**config.mk**
```make
export PLATFORM = sky130hd
export DESIGN_NAME = muldiv_unit
export DESIGN_NICKNAME = d
export VERILOG_FILES = /design/src/rtl/muldiv_unit.sv
export SDC_FILE = /design/constraint.sdc
export NUM_CORES = 1
export LEC_CHECK = 0
export CELL_PAD_IN_SITES_DETAIL_PLACEMENT = 1
export CELL_PAD_IN_SITES_GLOBAL_PLACEMENT = 2
export CORE_MARGIN = 1
export CORE_UTILIZATION = 38
export DETAILED_ROUTE_END_ITERATION = 12
export PLACE_DENSITY_LB_ADDON = 0.1
export SLEW_MARGIN = 20
export SYNTH_ARGS = -nofsm -noshare
export SYNTH_HDL_FRONTEND = slang
export SYNTH_SLANG_ARGS = --single-unit
```
**constraint.sdc**
```tcl
create_clock -name clk -period 9 [get_ports clk]
set_clock_uncertainty 0.1 [all_clocks]
set_input_delay 0.9 -clock clk [delete_from_list [all_inputs] [get_ports clk]]
set_output_delay 0.9 -clock clk [all_outputs]
set_load 0.03 [all_outputs]
```
**src/rtl/muldiv_unit.sv**
```systemverilog
`default_nettype none
// +--------------------------------------------------------------------------+
// | muldiv_unit : iterative RV32M/RV64M multiply/divide, one bit per clock  |
// | Revision    : 1.0                                                        |
// +--------------------------------------------------------------------------+
module muldiv_unit #(
  parameter int XLEN  = 32,
  parameter int CNT_W = $clog2(XLEN) + 1
) (
  input  logic            clk,
  input  logic            rst_n,
  input  logic            flush,
  input  logic            in_valid,
  output logic            in_ready,
  input  logic [2:0]      op,
  input  logic [XLEN-1:0] A,
  input  logic [XLEN-1:0] B,
  output logic            out_valid,
  input  logic            out_ready,
  output logic [XLEN-1:0] X,
  output logic            ZERO
);

  typedef enum logic [1:0] {
    S_IDLE = 2'd0,
    S_CALC = 2'd1,
    S_DONE = 2'd2
  } state_t;

  localparam logic [2:0] c_op_mul    = 3'b000;
  localparam logic [2:0] c_op_mulh   = 3'b001;
  localparam logic [2:0] c_op_mulhsu = 3'b010;
  localparam logic [2:0] c_op_mulhu  = 3'b011;
  localparam logic [2:0] c_op_div    = 3'b100;
  localparam logic [2:0] c_op_divu   = 3'b101;
  localparam logic [2:0] c_op_rem    = 3'b110;
  localparam logic [2:0] c_op_remu   = 3'b111;

  localparam logic [XLEN-1:0]  c_ones    = '1;
  localparam logic [XLEN-1:0]  c_min     = {1'b1, {(XLEN-1){1'b0}}};
  localparam logic [CNT_W-1:0] c_steps   = CNT_W'(XLEN);
  localparam logic [CNT_W-1:0] c_cnt_one = CNT_W'(1);

  state_t            r_state, w_state_next;
  logic [CNT_W-1:0]  r_cnt;
  logic [2:0]        r_op;
  logic [XLEN-1:0]   r_opb;
  logic [2*XLEN-1:0] r_acc;
  logic              r_neg_main, r_neg_rem;
  logic [XLEN-1:0]   r_x;

  logic              w_accept, w_is_div, w_a_signed, w_b_signed, w_a_neg, w_b_neg;
  logic [XLEN-1:0]   w_a_mag, w_b_mag;
  logic              w_div_zero, w_div_ovf, w_special;
  logic [XLEN-1:0]   w_special_x;

  assign w_accept    = in_valid && !flush && (r_state == S_IDLE);
  assign w_is_div    = op[2];
  assign w_a_signed  = (op != c_op_mulhu) && (op != c_op_divu) && (op != c_op_remu);
  assign w_b_signed  = w_a_signed && (op != c_op_mulhsu);
  assign w_a_neg     = w_a_signed && A[XLEN-1];
  assign w_b_neg     = w_b_signed && B[XLEN-1];
  assign w_a_mag     = w_a_neg ? (~A + 1'b1) : A;
  assign w_b_mag     = w_b_neg ? (~B + 1'b1) : B;
  assign w_div_zero  = w_is_div && (B == '0);
  assign w_div_ovf   = w_is_div && !op[0] && (A == c_min) && (B == c_ones);
  assign w_special   = w_div_zero || w_div_ovf;
  assign w_special_x = w_div_zero ? (op[1] ? A : c_ones) : (op[1] ? '0 : A);

  // Accumulator: {hi, lo}. Multiply keeps partial product in hi and the
  // multiplier in lo; divide keeps the partial remainder in hi, dividend/quotient in lo.
  logic [XLEN-1:0]   w_hi, w_lo, w_diff;
  logic [XLEN:0]     w_sum, w_shift;
  logic              w_ge;
  logic [2*XLEN-1:0] w_acc_next, w_prod;
  logic [XLEN-1:0]   w_quo, w_rem, w_result;

  assign w_hi    = r_acc[2*XLEN-1:XLEN];
  assign w_lo    = r_acc[XLEN-1:0];
  assign w_sum   = {1'b0, w_hi} + (w_lo[0] ? {1'b0, r_opb} : '0);
  assign w_shift = {w_hi, w_lo[XLEN-1]};
  assign w_ge    = (w_shift >= {1'b0, r_opb});
  assign w_diff  = w_shift[XLEN-1:0] - r_opb;

  always_comb begin
    w_acc_next = {w_sum, w_lo[XLEN-1:1]};
    if (r_op[2]) begin
      if (w_ge) w_acc_next = {w_diff, w_lo[XLEN-2:0], 1'b1};
      else      w_acc_next = {w_shift[XLEN-1:0], w_lo[XLEN-2:0], 1'b0};
    end
  end

  assign w_prod = r_neg_main ? (~w_acc_next + 1'b1) : w_acc_next;
  assign w_quo  = r_neg_main ? (~w_acc_next[XLEN-1:0] + 1'b1) : w_acc_next[XLEN-1:0];
  assign w_rem  = r_neg_rem ? (~w_acc_next[2*XLEN-1:XLEN] + 1'b1)
                            : w_acc_next[2*XLEN-1:XLEN];

  always_comb begin
    w_result = w_prod[2*XLEN-1:XLEN];
    case (r_op)
      c_op_mul:                         w_result = w_prod[XLEN-1:0];
      c_op_mulh, c_op_mulhsu, c_op_mulhu: w_result = w_prod[2*XLEN-1:XLEN];
      c_op_div, c_op_divu:              w_result = w_quo;
      c_op_rem, c_op_remu:              w_result = w_rem;
      default:                          w_result = w_prod[XLEN-1:0];
    endcase
  end

  always_ff @(posedge clk) begin
    if (!rst_n) r_state <= S_IDLE;
    else        r_state <= w_state_next;
  end

  always_comb begin
    w_state_next = r_state;
    in_ready     = 1'b0;
    out_valid    = 1'b0;
    case (r_state)
      S_IDLE: begin
        in_ready = 1'b1;
        if (w_accept) w_state_next = w_special ? S_DONE : S_CALC;
      end
      S_CALC: begin
        if (flush)                   w_state_next = S_IDLE;
        else if (r_cnt == c_cnt_one) w_state_next = S_DONE;
      end
      S_DONE: begin
        out_valid = 1'b1;
        if (flush || out_ready) w_state_next = S_IDLE;
      end
      default: w_state_next = S_IDLE;
    endcase
  end

  always_ff @(posedge clk) begin
    if (!rst_n) begin
      r_cnt      <= '0;
      r_op       <= '0;
      r_opb      <= '0;
      r_acc      <= '0;
      r_neg_main <= 1'b0;
      r_neg_rem  <= 1'b0;
      r_x        <= '0;
    end else if (r_state == S_IDLE) begin
      if (w_accept) begin
        r_op       <= op;
        r_neg_main <= w_a_neg ^ w_b_neg;
        r_neg_rem  <= w_a_neg;
        if (w_special) begin
          r_x <= w_special_x;
        end else begin
          r_cnt <= c_steps;
          r_acc <= {{XLEN{1'b0}}, (w_is_div ? w_a_mag : w_b_mag)};
          r_opb <= w_is_div ? w_b_mag : w_a_mag;
        end
      end
    end else if (r_state == S_CALC) begin
      if (flush) begin
        r_cnt <= '0;
      end else begin
        r_cnt <= r_cnt - 1'b1;
        r_acc <= w_acc_next;
        if (r_cnt == c_cnt_one) r_x <= w_result;
      end
    end
  end

  assign X    = r_x;
  assign ZERO = out_valid && (r_x == '0);

endmodule
`default_nettype wire

```
; ---- After elaboration in Yosys (flattened, before gate mapping)
; Cells that the tools add are included.
[op_classes]
bitwise_logic = 7
add_sub_neg = 8
mux = 38
n_reduce_logical = 31
order_cmp = 1
eq_ne = 22
[op_table]
columns = cell, count
row1 = 32-bit 2-to-1 mux, 16
row2 = 64-bit 2-to-1 mux, 8
row3 = 32-bit by 1-bit adder with 32-bit output (second input constant), 4
row4 = 32-bit NOT, 4
row5 = 32-bit one-hot mux with 4 select lines, 1
row6 = 64-bit by 1-bit adder with 64-bit output (second input constant), 1
row7 = 32-bit equality test (second input constant), 2
row8 = 32-bit zero test, 2
row9 = 64-bit NOT, 1
row10 = 32-bit by 32-bit adder with 33-bit output, 1
row11 = 33-bit by 32-bit >= comparator with 1-bit output, 1
row12 = 32-bit subtractor, 1
row13 = 6-bit 2-to-1 mux, 5
row14 = 3-bit equality test (second input constant), 4
row15 = 1-bit logical AND, 12
row16 = 2-bit 2-to-1 mux, 5
row17 = 3-bit != test (second input constant), 3
row18 = 3-bit AND reduction, 3
row19 = 2-bit != test (second input constant), 4
row20 = 3-bit by 2-bit equality test with 1-bit output (second input constant), 2
row21 = 6-bit by 1-bit equality test with 1-bit output (second input constant), 1
row22 = 3-bit by 2-bit != test with 1-bit output (second input constant), 2
row23 = 2-bit one-hot mux with 3 select lines, 1
row24 = 6-bit by 1-bit subtractor with 6-bit output (second input constant), 1
row25 = 17 further kinds, 22
[word_totals]
word_cells = 115
output_inout_bits = 35
reg_bits = 141
input_bits = 72

; ---- Depth between registers and ports, before layout
; Gate-level depths: netlist (run 1).
[depth]
word_depth = 11
ltp_mapped = 27
ltp_nobuf = 23

; ---- Least setup slack after synthesis (run 1)
; Ideal clock, no wire load.
[synth_path]
path_kind = register to register
start = register r_opb[4]
end = register r_x[24], in the netlist X[24]
slack_ns = 4.430
required_time_ns = 8.776
period_less_slack_ns = 4.570
stages_incl_launch_ff = 27
arrival_time_ns = 4.346
path_cell_list = dfxtp_1 > inv_1 > ha_1 > buf_2 > a21o_1 > a31oi_2 > a21boi_2 > a21oi_2 > a21o_1 > buf_4 > buf_6 > nand2_1 > buf_6 > nor2_1 > nor2_1 > inv_1 > ha_1 > nand2_1 > nor3_1 > nand3_1 > or4_1 > nor2_1 > nand4b_1 > o21ai_0 > xnor2_1 > o211ai_1 > a21oi_1
[synth_via]
elab_chain_len = 11
word_cells_on_any_way = 20
[synth_rtl]
columns = item, line_no
row1 = "start, declared", 47  ; logic [XLEN-1:0] r_opb;
row2 = "start signal, assigned", 154  ; r_opb <= w_is_div ? w_b_mag : w_a_mag;
row3 = "32-bit 2-to-1 mux, or another cell as far along", 80  ; assign w_sum = {1'b0, w_hi} + (w_lo[0] ? {1'b0, r_opb} : '0);
row4 = 32-bit by 32-bit adder with 33-bit output or 64-bit 2-to-1 mux (tied branches), "80, 88"
row5 = 64-bit 2-to-1 mux *, 87  ; if (r_op[2]) begin
row6 = "64-bit NOT, or another cell as far along", 93  ; assign w_prod = r_neg_main ? (~w_acc_next + 1'b1) : w_acc_next;
row7 = "64-bit by 1-bit adder with 64-bit output, or another cell as far along", 93
row8 = "64-bit 2-to-1 mux, or another cell as far along", 93
row9 = 32-bit one-hot mux with 4 select lines *, 100  ; case (r_op)
row10 = 32-bit 2-to-1 mux *, 163  ; if (r_cnt == c_cnt_one) r_x <= w_result;
row11 = 32-bit 2-to-1 mux *, 158  ; if (flush) begin
row12 = 32-bit 2-to-1 mux *, 157  ; end else if (r_state == S_CALC) begin
row13 = 32-bit 2-to-1 mux *, 144  ; end else if (r_state == S_IDLE) begin
row14 = "end signal, assigned", 150  ; r_x <= w_special_x;
row15 = "end signal, assigned", 163
row16 = "end, declared", 50  ; logic [XLEN-1:0] r_x;
; Every way passes the cells marked *; elsewhere a longest branch is shown, timed or not. The select of a mux whose other input is x is not followed.
; A chain may end at the register's enable or synchronous reset.

; ---- Worst setup path in the final report (run 1)
[layout_path]
start = register r_opb[1]
end = register r_x[11], in the netlist X[11]
; The elaborated chain is that of the path after synthesis.

==> results.cfg, run 1 <==
[run_status]
status = finished clean

[pwr]
ir_worst_vdd_v = 0.0000995
p_total_mw = 2.40
p_per_area_nw_per_um2 = 129
power_leakage_nw = 7.14

[timing]
rsz0062_at_grt = false
timing.final.crit_share_pct = 69.0
finalSetupViolCount = 0
slew_viol_final = 0
worst_pin_slew_ns = 1.16
finalSetupTns_ns = 0
min_period_ns = 6.21
whs_ns = 0.374
fin_ws_ns = 2.79
maxSlewHeadroom_pct = 22.3
hold_viol = 0
fmax_mhz = 161

[clocking]
cts-resized-gates = 0
postCtsSetupBuffers = 0
cts_sinks = 141
hold_buffers = 0
htreeDepth = 4
insertion_delay_ns = 0.50
cts-root-buf = clkbuf_16
numCtsBuffers = 17
clkTransAtPathRegs_ns = 0.07
clk_path_buf_depth = 2
cts_tree = yes

[setup_path]
rr_worst_depth = 17
arrival_ns = 6.53
path_delay_family = compound AO/OA/AOI/OAI gates
path_class = reg2reg
critPathMaxStageDelay_ns = 0.73
crit_buf_inv = 3
critical_path.max_fanout = 17
critPathCaptureType = register
worstSetupStartpointType = register
cp.depth = 17
slowest_stage = o41ai_1
path_cells = inv_1, ha_1, nor2b_1, o2111ai_1, a21boi_2, a21oi_2, a21oi_2, buf_4, o21ai_1, o211ai_1, buf_4, or2_1, o41ai_1, xor2_1, o22ai_1, a21oi_1, nor2_1
crit_required_ns = 9.33

[run]
max-cap-violations = 0

[yosys]
yosys.cell_types.count = 108
synthesis.area_sq_um = 16600
synthFlopType = dfxtp_1
ys_ff_latch = 141
synth_cells = 2366
synthArstFlopShare_pct = 0
syn_nets = 2511
synth_seq_area_share_pct = 17.0
synth_edf_count = 0
syn_area_per_cell_sq_um = 7.02
yosysWarnings = 0

[global_route]
track_usage_pct = 38.0
grt_pass1_wl_um = 125000
grt_overflow = 0
grt_pass1_vias = 19000
antenna_found_initial = 1
grt_max_degree = 81

[floorplan]
die-area_sq_um = 44600
core_sq_um = 43100
dieWidth_um = 211
start_util_pct = 38.6
die_height_um = 211
ios = 107
rows = 76

[hold_path]
min_path_cells = 2
hold_class = reg2reg

[layout]
fillers = 5459
drive_gt1_share_pct = 5.69
final_cell_mix = nand2_1, nor2_1, a21oi_1
postLayoutCoreUtil_pct = 43.1
num_antenna_cells = 0
mostFrequentLayoutCell = nand2_1
area_growth_pct = 11.7
layout.nets = 2508

[drt]
postRouteAntennaNets = 0
drt_first_pass_iters = 8
wl_per_cell_um = 28.7
via_per_inst = 6.49
drtIter0Drc = 1832
vias = 19200
drc_errors = 0
wl_um = 85000

[placed_design]
pre_cts_ws_ns = 2.66
hpwl_um = 66200
portBuffers = 106
gp_congestion = 0.967
## report_power, final
part           internal, mW  leakage, nW  switching, mW
clock                 0.408        0.269          0.339
combinational         0.305         5.72          0.656
sequential            0.651         1.15         0.0374
## through the flow
step | cells | cell area (sq um)
after CTS | 2959 | 18600
final | 2959 | 18600
after global routing | 2959 | 18600
after detailed placement | 2929 | 18000
after floorplan | 2366 | 16600
after global placement | 2929 | 18000
## path summary, 6_finish.rpt
check                                from   endpoint  slack, ns
worst max-delay path             r_opb[1]      X[11]       2.79
worst min-delay path            r_opb[11]  r_opb[11]       0.37
worst max register to register   r_opb[1]      X[11]       2.79
worst min register to register  r_opb[11]  r_opb[11]       0.37
## kinds of logic after synthesis
group           synth area share, %
flops                          17.0
compound gates                 33.5
xor+xnor                       8.22
fa+ha+maj                      5.59
buf+inv                        6.02
simple gates                   25.7
mux                            3.95
## state kept, by name (all words and copies together), names as in the netlist
signal and cells:
r_acc 64, r_cnt 6, r_neg_rem 1, r_state 2, r_neg_main 1, r_op 3, r_opb 32, X 32
## cells in the mapped netlist, drive strengths merged (25+ instances only)
library cell	number	area [sq um]
nand2	275	1030
nor2	217	817
a21oi	182	926
o21ai	170	858
dfxtp	141	2820
clkbuf	114	428
o211ai	95	737
xnor2	85	744
inv	83	312
ha	71	888
xor2	71	622
nor3	62	325
mux2i	61	611
and2	52	325
nand3	50	255
nor2b	47	294
buf	46	261
o211a	36	360
nand4	34	219
a211oi	31	255
nor4	31	230
a22oi	29	218
o22ai	29	194
a31oi	27	175
nand2b	26	165
o21a	26	195
o31ai	26	205
a21o	25	188
## cell type report
type                    count  area, sq um  share of cell area [%]
flip-flops and latches    141         2830                    15.2
clock buffers              18          439                    2.37
inverters                  83          312                    1.68
repair buffers            138         1290                    6.97
multi-input cells        1982        12800                    69.1
clock inverters            12          124                   0.667
well taps                 585          732                    3.94
## per-layer routing
metal  vias to the layer above  share of wire [%]  GRT usage [%]
li1                       8698                  -              -
met1                      9529                 42           47.2
met2                       769                 46           61.8
met3                       198                6.9           7.24
met4                         2                5.5           20.3
met5                         -              0.015              0
## worst reg2reg max path, stage by stage (launching register included)
cell and delay, ns:
dfxtp_1 0.42, inv_1 0.11, ha_1 0.32, nor2b_1 0.16, o2111ai_1 0.52, a21boi_2 0.19, a21oi_2 0.40, a21oi_2 0.26
buf_4 0.28, o21ai_1 0.70, o211ai_1 0.15, buf_4 0.22, or2_1 0.44, o41ai_1 0.73, xor2_1 0.25, o22ai_1 0.49
a21oi_1 0.23, nor2_1 0.15
(Power assumes the default switching activity.)
==> run 2: changes to the inputs <==
- CORE_UTILIZATION: 38 -> 32
- clock period: 9 -> 5.55 ns (I/O delays scaled with it)
==> run 2 against run 1 <==
Net effect:
- clock-buffer cell count unchanged
- worst setup slack lost 2.5 ns
- via count is 0.61% higher
- non-clock buffer count is 82 higher
- core utilization down 5.4 points
- critical endpoint is now X[30]
==> results.cfg, run 2 (synthesis results as in run 1) <==
[global_route]
antenna_found_initial = 3
grt_pass1_wl_um = 130000
grt_overflow = 0
grt_max_degree = 85
track_usage_pct = 33.3
grt_pass1_vias = 18900

[setup_path]
slowest_stage = a221oi_2
path_class = reg2reg
cp.depth = 17
path_delay_family = compound AO/OA/AOI/OAI gates
critical_path.max_fanout = 9
crit_buf_inv = 2
rr_worst_depth = 17
path_cells = inv_1, ha_1, inv_1, fa_1, a21o_1, a221oi_2, or4_1, a22o_1, xor2_1, a211oi_1, a311o_1, nor3_2, and4_1, or3b_1, o21ai_1, mux2i_1, a31oi_1
worstSetupStartpointType = register
critPathMaxStageDelay_ns = 0.53
arrival_ns = 5.57
crit_required_ns = 5.83
critPathCaptureType = register
crit_top_cell = inv_1

[layout]
layout.nets = 2590
area_growth_pct = 16.4
num_antenna_cells = 0
final_cell_mix = nand2_1, nor2_1, a21oi_1
largest-register = r_acc
largest_register_ffs = 64
drive_gt1_share_pct = 8.99
mostFrequentLayoutCell = nand2_1

[floorplan]
rows = 83
die-area_sq_um = 52800
die_height_um = 230
ios = 107
start_util_pct = 32.4
core_sq_um = 51300
dieWidth_um = 230

[pwr]
seqPwrFrac_pct = 27.9
power_leakage_nw = 7.55
switchingPower_mw = 1.73
power_frac_comb_pct = 42.0
p_per_area_nw_per_um2 = 205
p_clk_share_pct = 30.0
p_sw_share_pct = 43.7
ir_worst_vdd_v = 0.000240
cellInternalPower_mw = 2.23

[timing]
whs_ns = 0.383
min_period_ns = 5.29
fmax_mhz = 189
hold_viol = 0
maxSlewHeadroom_pct = 25.0
finalSetupTns_ns = 0
slew_viol_final = 0
timing.final.crit_share_pct = 95.3
finalSetupViolCount = 0
rsz0062_at_grt = false
fin_ws_ns = 0.260
worst_pin_slew_ns = 1.13

[clocking]
hold_buffers = 0
htreeDepth = 4
cts_sinks = 141
insertion_delay_ns = 0.51
numCtsBuffers = 17
clkTransAtPathRegs_ns = 0.07
cts_tree = yes
cts-root-buf = clkbuf_16
clk_path_buf_depth = 2

[drt]
via_per_inst = 6.15
postRouteAntennaNets = 0
drc_errors = 0
drt_first_pass_iters = 5
vias = 19300
wl_per_cell_um = 28.3
wl_um = 88900
drtIter0Drc = 1525

[placed_design]
gp_congestion = 0.982
hpwl_um = 71200
portBuffers = 106
pre_cts_ws_ns = 0.172

[hold_path]
hold_class = reg2reg
min_path_cells = 2

[run_status]
status = finished clean

[run]
max-cap-violations = 0
[run 2: worst reg2reg max path, delay by kind of cell (launching register included)]
kind            cells  cell delay [ns]
xor+xnor            1             0.37
simple gates        4             1.45
mux                 1             0.39
buf+inv             2             0.18
fa+ha+maj           2             0.60
flops               1             0.33
compound gates      7             1.76
[run 2: stage by stage]
step           utilization [%]  power [mW]  instance area, sq um  std cells
6_report                  37.7        3.96                 19300       3138
5_1_grt                   37.7        4.10                 19300       3138
4_1_cts                   37.6        3.94                 19300       3137
3_5_place_dp              36.5        2.74                 18700       3105
3_3_place_gp              36.5        2.73                 18700       3105
2_1_floorplan                -        2.08                 16600       2366
[run 2: routing by layer]
metal  GRT usage (%)  vias to the layer above  share of wire [%]
met2            56.1                      608                 47
met5               0                        -              0.029
met4            16.0                        4                4.7
met3            4.07                      160                4.6
li1                -                     8892                  -
met1            41.8                     9649                 44
[run 2: area by class of cell]
type | count | area [sq um]
Tap cell | 680 | 851
Clock buffer | 18 | 429
Clock inverter | 14 | 136
Timing Repair Buffer | 220 | 1930
Inverter | 83 | 312
Fill cell | 6447 | 32000
Multi-Input combinational cell | 1982 | 12900
Sequential cell | 141 | 2830
[run 2: what timing repair did]
item                                    in CTS  in global routing
setup buffers                                0                  0
resized for setup                            0                  5
endpoints found under the setup margin       0                 10
endpoints found under the hold margin        0                  0
[run 2: power by group through the flow]
stage          combinational (mW)  clock [mW]  sequential (mW)
3_5_place_dp                 1.62           0             1.13
6_report                     1.66        1.19             1.11
5_1_grt                      1.76        1.24             1.11
3_3_place_gp                 1.61           0             1.13
4_1_cts                      1.62        1.22             1.10
2_1_floorplan               0.971           0             1.11
[run 2: final timing paths]
check                  from        end  slack [ns]
setup / recovery  r_acc[31]      X[30]        0.26
hold / removal    r_opb[14]  r_opb[14]        0.38
setup reg to reg  r_acc[31]      X[30]        0.26
hold reg to reg   r_opb[14]  r_opb[14]        0.38
